$ cat src/rtl/fetch_queue_f.sv
// fetch_queue_f: circular instruction FIFO between fetch and decode.
// Entries hold {PC, instruction, predictor taken bit}. A redirect (iFlush)
// empties the queue at the next edge. Head outputs are driven from the entry
// at the read pointer. When the queue is empty they show a NOP bubble.
module fetch_queue_f #(
  parameter int unsigned DEPTH = 4,
  parameter int unsigned XLEN  = 32
) (
  input  logic                     iClk,
  input  logic                     iRst,
  input  logic                     iValidF,
  input  logic [XLEN-1:0]          iPCF,
  input  logic [XLEN-1:0]          iInstructionF,
  input  logic                     iPredTakenF,
  output logic                     oReadyF,
  input  logic                     iStallD,
  input  logic                     iFlush,
  output logic                     oValidD,
  output logic [XLEN-1:0]          oPCD,
  output logic [XLEN-1:0]          oInstructionD,
  output logic                     oPredTakenD,
  output logic [$clog2(DEPTH):0]   oCount
);

  localparam int unsigned AW = (DEPTH > 1) ? $clog2(DEPTH) : 1;
  localparam int unsigned CW = $clog2(DEPTH) + 1;
  localparam logic [XLEN-1:0] NOP = XLEN'(32'h0000_0013);

  typedef struct packed {
    logic [XLEN-1:0] pc;
    logic [XLEN-1:0] instr;
    logic            pred_taken;
  } entry_t;

  entry_t          r_mem [DEPTH];
  logic [AW-1:0]   r_rd_ptr;
  logic [AW-1:0]   r_wr_ptr;
  logic [CW-1:0]   r_count;

  logic            w_full;
  logic            w_empty;
  logic            w_push;
  logic            w_pop;
  logic [AW-1:0]   w_rd_ptr_nxt;
  logic [AW-1:0]   w_wr_ptr_nxt;
  logic [CW-1:0]   w_count_nxt;
  entry_t          w_head;
  entry_t          w_wr_entry;

  // Occupancy status decoded from the registered count only.
  always_comb begin
    w_full  = (r_count == CW'(DEPTH));
    w_empty = (r_count == '0);
  end

  // Handshakes. A full queue never accepts a push, even when a pop is
  // happening in the same cycle. A redirect cancels both push and pop.
  always_comb begin
    w_push = iValidF && !w_full  && !iFlush;
    w_pop  = !w_empty && !iStallD && !iFlush;
  end

  // Next pointer and count values. Pointers wrap naturally because DEPTH is a power of two.
  always_comb begin
    w_rd_ptr_nxt = r_rd_ptr;
    w_wr_ptr_nxt = r_wr_ptr;
    w_count_nxt  = r_count;
    if (iFlush) begin
      w_rd_ptr_nxt = '0;
      w_wr_ptr_nxt = '0;
      w_count_nxt  = '0;
    end else begin
      if (w_push) begin
        w_wr_ptr_nxt = r_wr_ptr + AW'(1);
      end
      if (w_pop) begin
        w_rd_ptr_nxt = r_rd_ptr + AW'(1);
      end
      unique case ({w_push, w_pop})
        2'b10:   w_count_nxt = r_count + CW'(1);
        2'b01:   w_count_nxt = r_count - CW'(1);
        default: w_count_nxt = r_count;
      endcase
    end
  end

  // Pointer and occupancy registers. Reset takes priority over everything else.
  always_ff @(posedge iClk) begin
    if (iRst) begin
      r_rd_ptr <= '0;
      r_wr_ptr <= '0;
      r_count  <= '0;
    end else begin
      r_rd_ptr <= w_rd_ptr_nxt;
      r_wr_ptr <= w_wr_ptr_nxt;
      r_count  <= w_count_nxt;
    end
  end

  // Pack the incoming fetch payload into an entry.
  always_comb begin
    w_wr_entry.pc         = iPCF;
    w_wr_entry.instr      = iInstructionF;
    w_wr_entry.pred_taken = iPredTakenF;
  end

  // Entry storage. Contents are don't-care until written, so there is no reset.
  always_ff @(posedge iClk) begin
    if (!iRst && w_push) begin
      r_mem[r_wr_ptr] <= w_wr_entry;
    end
  end

  // Head presentation. When the queue is empty, decode sees a NOP bubble with PC 0.
  always_comb begin
    w_head        = r_mem[r_rd_ptr];
    oValidD       = !w_empty;
    oReadyF       = !w_full;
    oCount        = r_count;
    oPCD          = '0;
    oInstructionD = NOP;
    oPredTakenD   = 1'b0;
    if (!w_empty) begin
      oPCD          = w_head.pc;
      oInstructionD = w_head.instr;
      oPredTakenD   = w_head.pred_taken;
    end
  end

`ifndef SYNTHESIS
  // Occupancy sanity: the count never exceeds DEPTH and a pop never happens on an empty queue.
  always_ff @(posedge iClk) begin
    if (!iRst) begin
      assert (r_count <= CW'(DEPTH))
        else $error("fetch_queue_f: count %0d exceeds DEPTH", r_count);
      assert (!(w_pop && w_empty))
        else $error("fetch_queue_f: pop from empty queue");
    end
  end
`endif

endmodule
$ cat config.mk
export PLATFORM = sky130hd
export DESIGN_NAME = fetch_queue_f
export DESIGN_NICKNAME = d
export VERILOG_FILES = /design/src/rtl/fetch_queue_f.sv
export SDC_FILE = /design/constraint.sdc
export NUM_CORES = 1
export LEC_CHECK = 0
export BUFFER_PORTS_ARGS = -buffer_cell sky130_fd_sc_hd__buf_2
export CORE_MARGIN = 2
export CORE_UTILIZATION = 51
export CTS_CLUSTER_SIZE = 8
export DETAILED_ROUTE_END_ITERATION = 8
export GPL_TIMING_DRIVEN = 0
export PLACE_DENSITY_LB_ADDON = 0.1
export SLEW_MARGIN = 40
export SYNTH_ARGS = -nofsm -noshare
export SYNTH_HDL_FRONTEND = slang
export SYNTH_SLANG_ARGS = --single-unit
$ cat constraint.sdc
create_clock -name iClk -period 7.5 [get_ports iClk]
set_input_delay 1.5 -clock iClk [delete_from_list [all_inputs] [get_ports iClk]]
set_output_delay 1.5 -clock iClk [all_outputs]
set_load 0.02 [all_outputs]
==> flow_summary.yaml <==
status:
  outcome: "finished, final reports clean"
critical_path:
  endpoint_kind: "primary output"
  required_ps: 6000
  worstSetupPathType: "flip-flop to primary output"
  crit_arrival_ps: 2300
  critical_path.slowest_cell: "nor3_2"
  cp-start-kind: "flip-flop"
  path_buf_inv: 3
  crit_family: "buffers and inverters"
  cpPeakStageDelay_ps: 440
  crit_fanout: 10
  path_cells: "nor3_2 -> inv_1 -> clkbuf_1 -> and2_1 -> buf_2"
timing:
  worst_slew_pin_slew_ps: 672.5
  fin_skew_ps: 16.54
  hold_slack_ps: 488.3
  final.period_utilization_pct: 50.65
  fmax_mhz: 263.2
  timing.final.crit_period_ps: 3799
  drv_slew: 0
  slew_headroom_pct: 55.17
  setup_tns_ps: 0
  hold_viol: 0
  rsz0062_at_grt: "false"
  setup_viol: 0
  setup_ws_ps: 3701
global_routing:
  antenna_found_initial: 3
  overflow: 0
  grt_usage_pct: 19.10
  grt_pass1_wl_um: 31230
  grt_max_degree: 11
  grt_pass1_vias: 5689
clocking:
  root_buffer: "clkbuf_16"
  clkTransAtPathRegs_ps: 50
  cts_max_level: 2
  cts_buffers: 39
  cts-resized-gates: 0
  cts_hold_buf: 0
  cts_buffer_depth: 3
  post-cts-setup-buffer-count: 0
  clk-insertion-delay-late_ps: 490
  clock-sinks: 269
  cts_tree: "built"
yosys:
  synth_ff_type: "edfxtp_1"
  syn_avg_cell_area_um2: 22.15
  synthXorXnorAreaFrac_pct: 0.1701
  netlist_area_um2: 10300
  synth_cell_types: 25
  syn_inst: 465
  synth_top_family_by_area: "multiplexers"
  synthArstFlopShare_pct: 0
  ys_seq_elements: 269
  yosysTopAreaCell: "edfxtp_1"
  yosysWarnings: 0
  synth_compound_area_share_pct: 0.3887
  synth_most_common_cell: "edfxtp_1"
  synth_top_area_share_pct: 75.80
  synth_common_cells: "edfxtp_1 (260), mux4_2 (65), and2_1 (62), dfxtp_1 (9), clkbuf_1 (8)"
  synth_mux_area_share_pct: 14.41
  synth-seq-area-share_pct: 77.55
  synthTopCellsByArea: "edfxtp_1 (76%), mux4_2 (14%), and2_1 (3.8%)"
  synth_edf_count: 260
  synth-simple-area-share_pct: 5.175
  synthAdderAreaFrac_pct: 0.8017
  synth.net_count: 541
finish:
  stdcell_count: 976
  nFillCells: 1430
  drive_above_1_share_pct: 44.49
  nets: 769
  area_delta_synth_final_pct: 23.92
die:
  coreArea_um2: 19650
  die_w_um: 146.1
  ios: 140
  dieArea_um2: 21350
  std_cell_rows: 51
  dieHeight_um: 146.1
  start_util_pct: 52.41
power_and_ir_drop:
  switching_share_pct: 18.87
  internal_power_mw: 2.691
  finalPower_mw: 3.317
  p_per_area_nw_per_um2: 259.9
  comb_power_share_pct: 3.4
  max-vdd-ir-drop_uv: 223.2
  clockPowerShare_pct: 46.3
  p_seq_share_pct: 50.3
  p_leak_nw: 4.561
  power.switching_uw: 625.9
drt:
  viasPerCell: 5.326
  drt_iter0_markers: 285
  wl_met3_um: 1145
  highest_layer: "met5"
  routed_wl_um: 19800
  wl_per_cell_um: 20.28
  dr.pass1.iters: 5
  drcViolationCount: 0
  wl_met1_um: 7787
  ant_nets: 0
  vias: 5198
  dr_wl_met2_um: 10480
place:
  preCtsSetupSlack_ps: 3753
  dpl.hpwl_um: 13820
  place.gp.congestion: 0.6969
  dp.cells: 917
  io_buffers: 139
min_path:
  hold_class: "flip-flop to flip-flop"
flow_run:
  drv_cap: 0
power groups by stage:
stage	sequential, mW	combinational (mW)	clock [mW]
detailed placement	1.70	0.114	0
floorplan	1.70	0.0536	0
finish	1.67	0.113	1.53
global placement	1.70	0.104	0
global route	1.67	0.124	1.64
CTS	1.67	0.115	1.57
metal layers:
| metal | vias to the layer above | GRT usage [%] |
|---|---|---|
| li1 | 2339 | - |
| met1 | 2679 | 23.37 |
| met2 | 143 | 33.35 |
| met3 | 35 | 5.063 |
| met4 | 2 | 6.311 |
| met5 | - | 0 |
area by class of cell:
type	count	area (µm²)	area share, %
diodes	3	7.507	0.05882
plain buffers	21	132.6	1.039
clock buffers	55	1079	8.450
clock inverters	1	5.005	0.03921
inverters	6	22.52	0.1765
multi-input cells	169	2177	17.06
flip-flops and latches	269	7988	62.58
well taps	265	331.6	2.598
repair buffers	187	1021	7.999
cells by family (layout without fill, tap and decap cells):
logic type | after synthesis | in the layout
fa+ha+maj | 6 | 6
mux | 67 | 67
compound gates | 8 | 8
xor+xnor | 2 | 2
simple gates | 86 | 86
buf+inv | 27 | 270
other cells | 0 | 3
flops | 269 | 269
through the flow:
step	utilization (%)	instance area (µm²)
after floorplan	-	10300
after detailed placement	59.39	11670
after global routing	64.93	12760
after CTS	64.90	12760
final	64.94	12760
after global placement	57.63	11330
sequential cells by signal (all words and copies together), names as in the netlist, named ones only:
name and flops:
r_wr_ptr 2, r_rd_ptr 2, r_mem 260, oCount 3
path summary, 6_finish.rpt:
path	cells after the start	startpoint	slack (ps)	end
setup / recovery	5	oCount[1]	3700	oPCD[19]
hold / removal	2	r_rd_ptr[1]	490	flip-flop
setup reg to reg	7	oCount[0]	4940	r_mem[1][47]
hold reg to reg	2	r_rd_ptr[1]	490	flip-flop
worst reg2reg max path, stage by stage, from the launching register on:
cell and delay (ps):
dfxtp_1 410, or3b_2 170, nand3b_2 210, nor3b_2 580, buf_4 270, buf_2 190
buf_2 230, buf_4 200
layout by cell type (no fill, tap or decap):
cell       count
or3_1          3
nand3b_2       1
xor2_1         2
o21ai_0        3
inv_1          6
buf_4         34
or2_2          1
clkbuf_16     41
buf_6          6
a21oi_1        5
mux4_2        65
nor3_2         1
clkinv_2       1
ha_1           5
nor3b_2        4
nor2_1         4
nand2b_1       1
edfxtp_1     260
nor3_1         1
or2_1          3
diode_2        3
clkbuf_1      22
fa_1           1
dfxtp_1        9
and2_1        62
or3b_2         1
mux2i_1        2
nand2_1        4
buf_2        160
(Power assumes the default switching activity.)
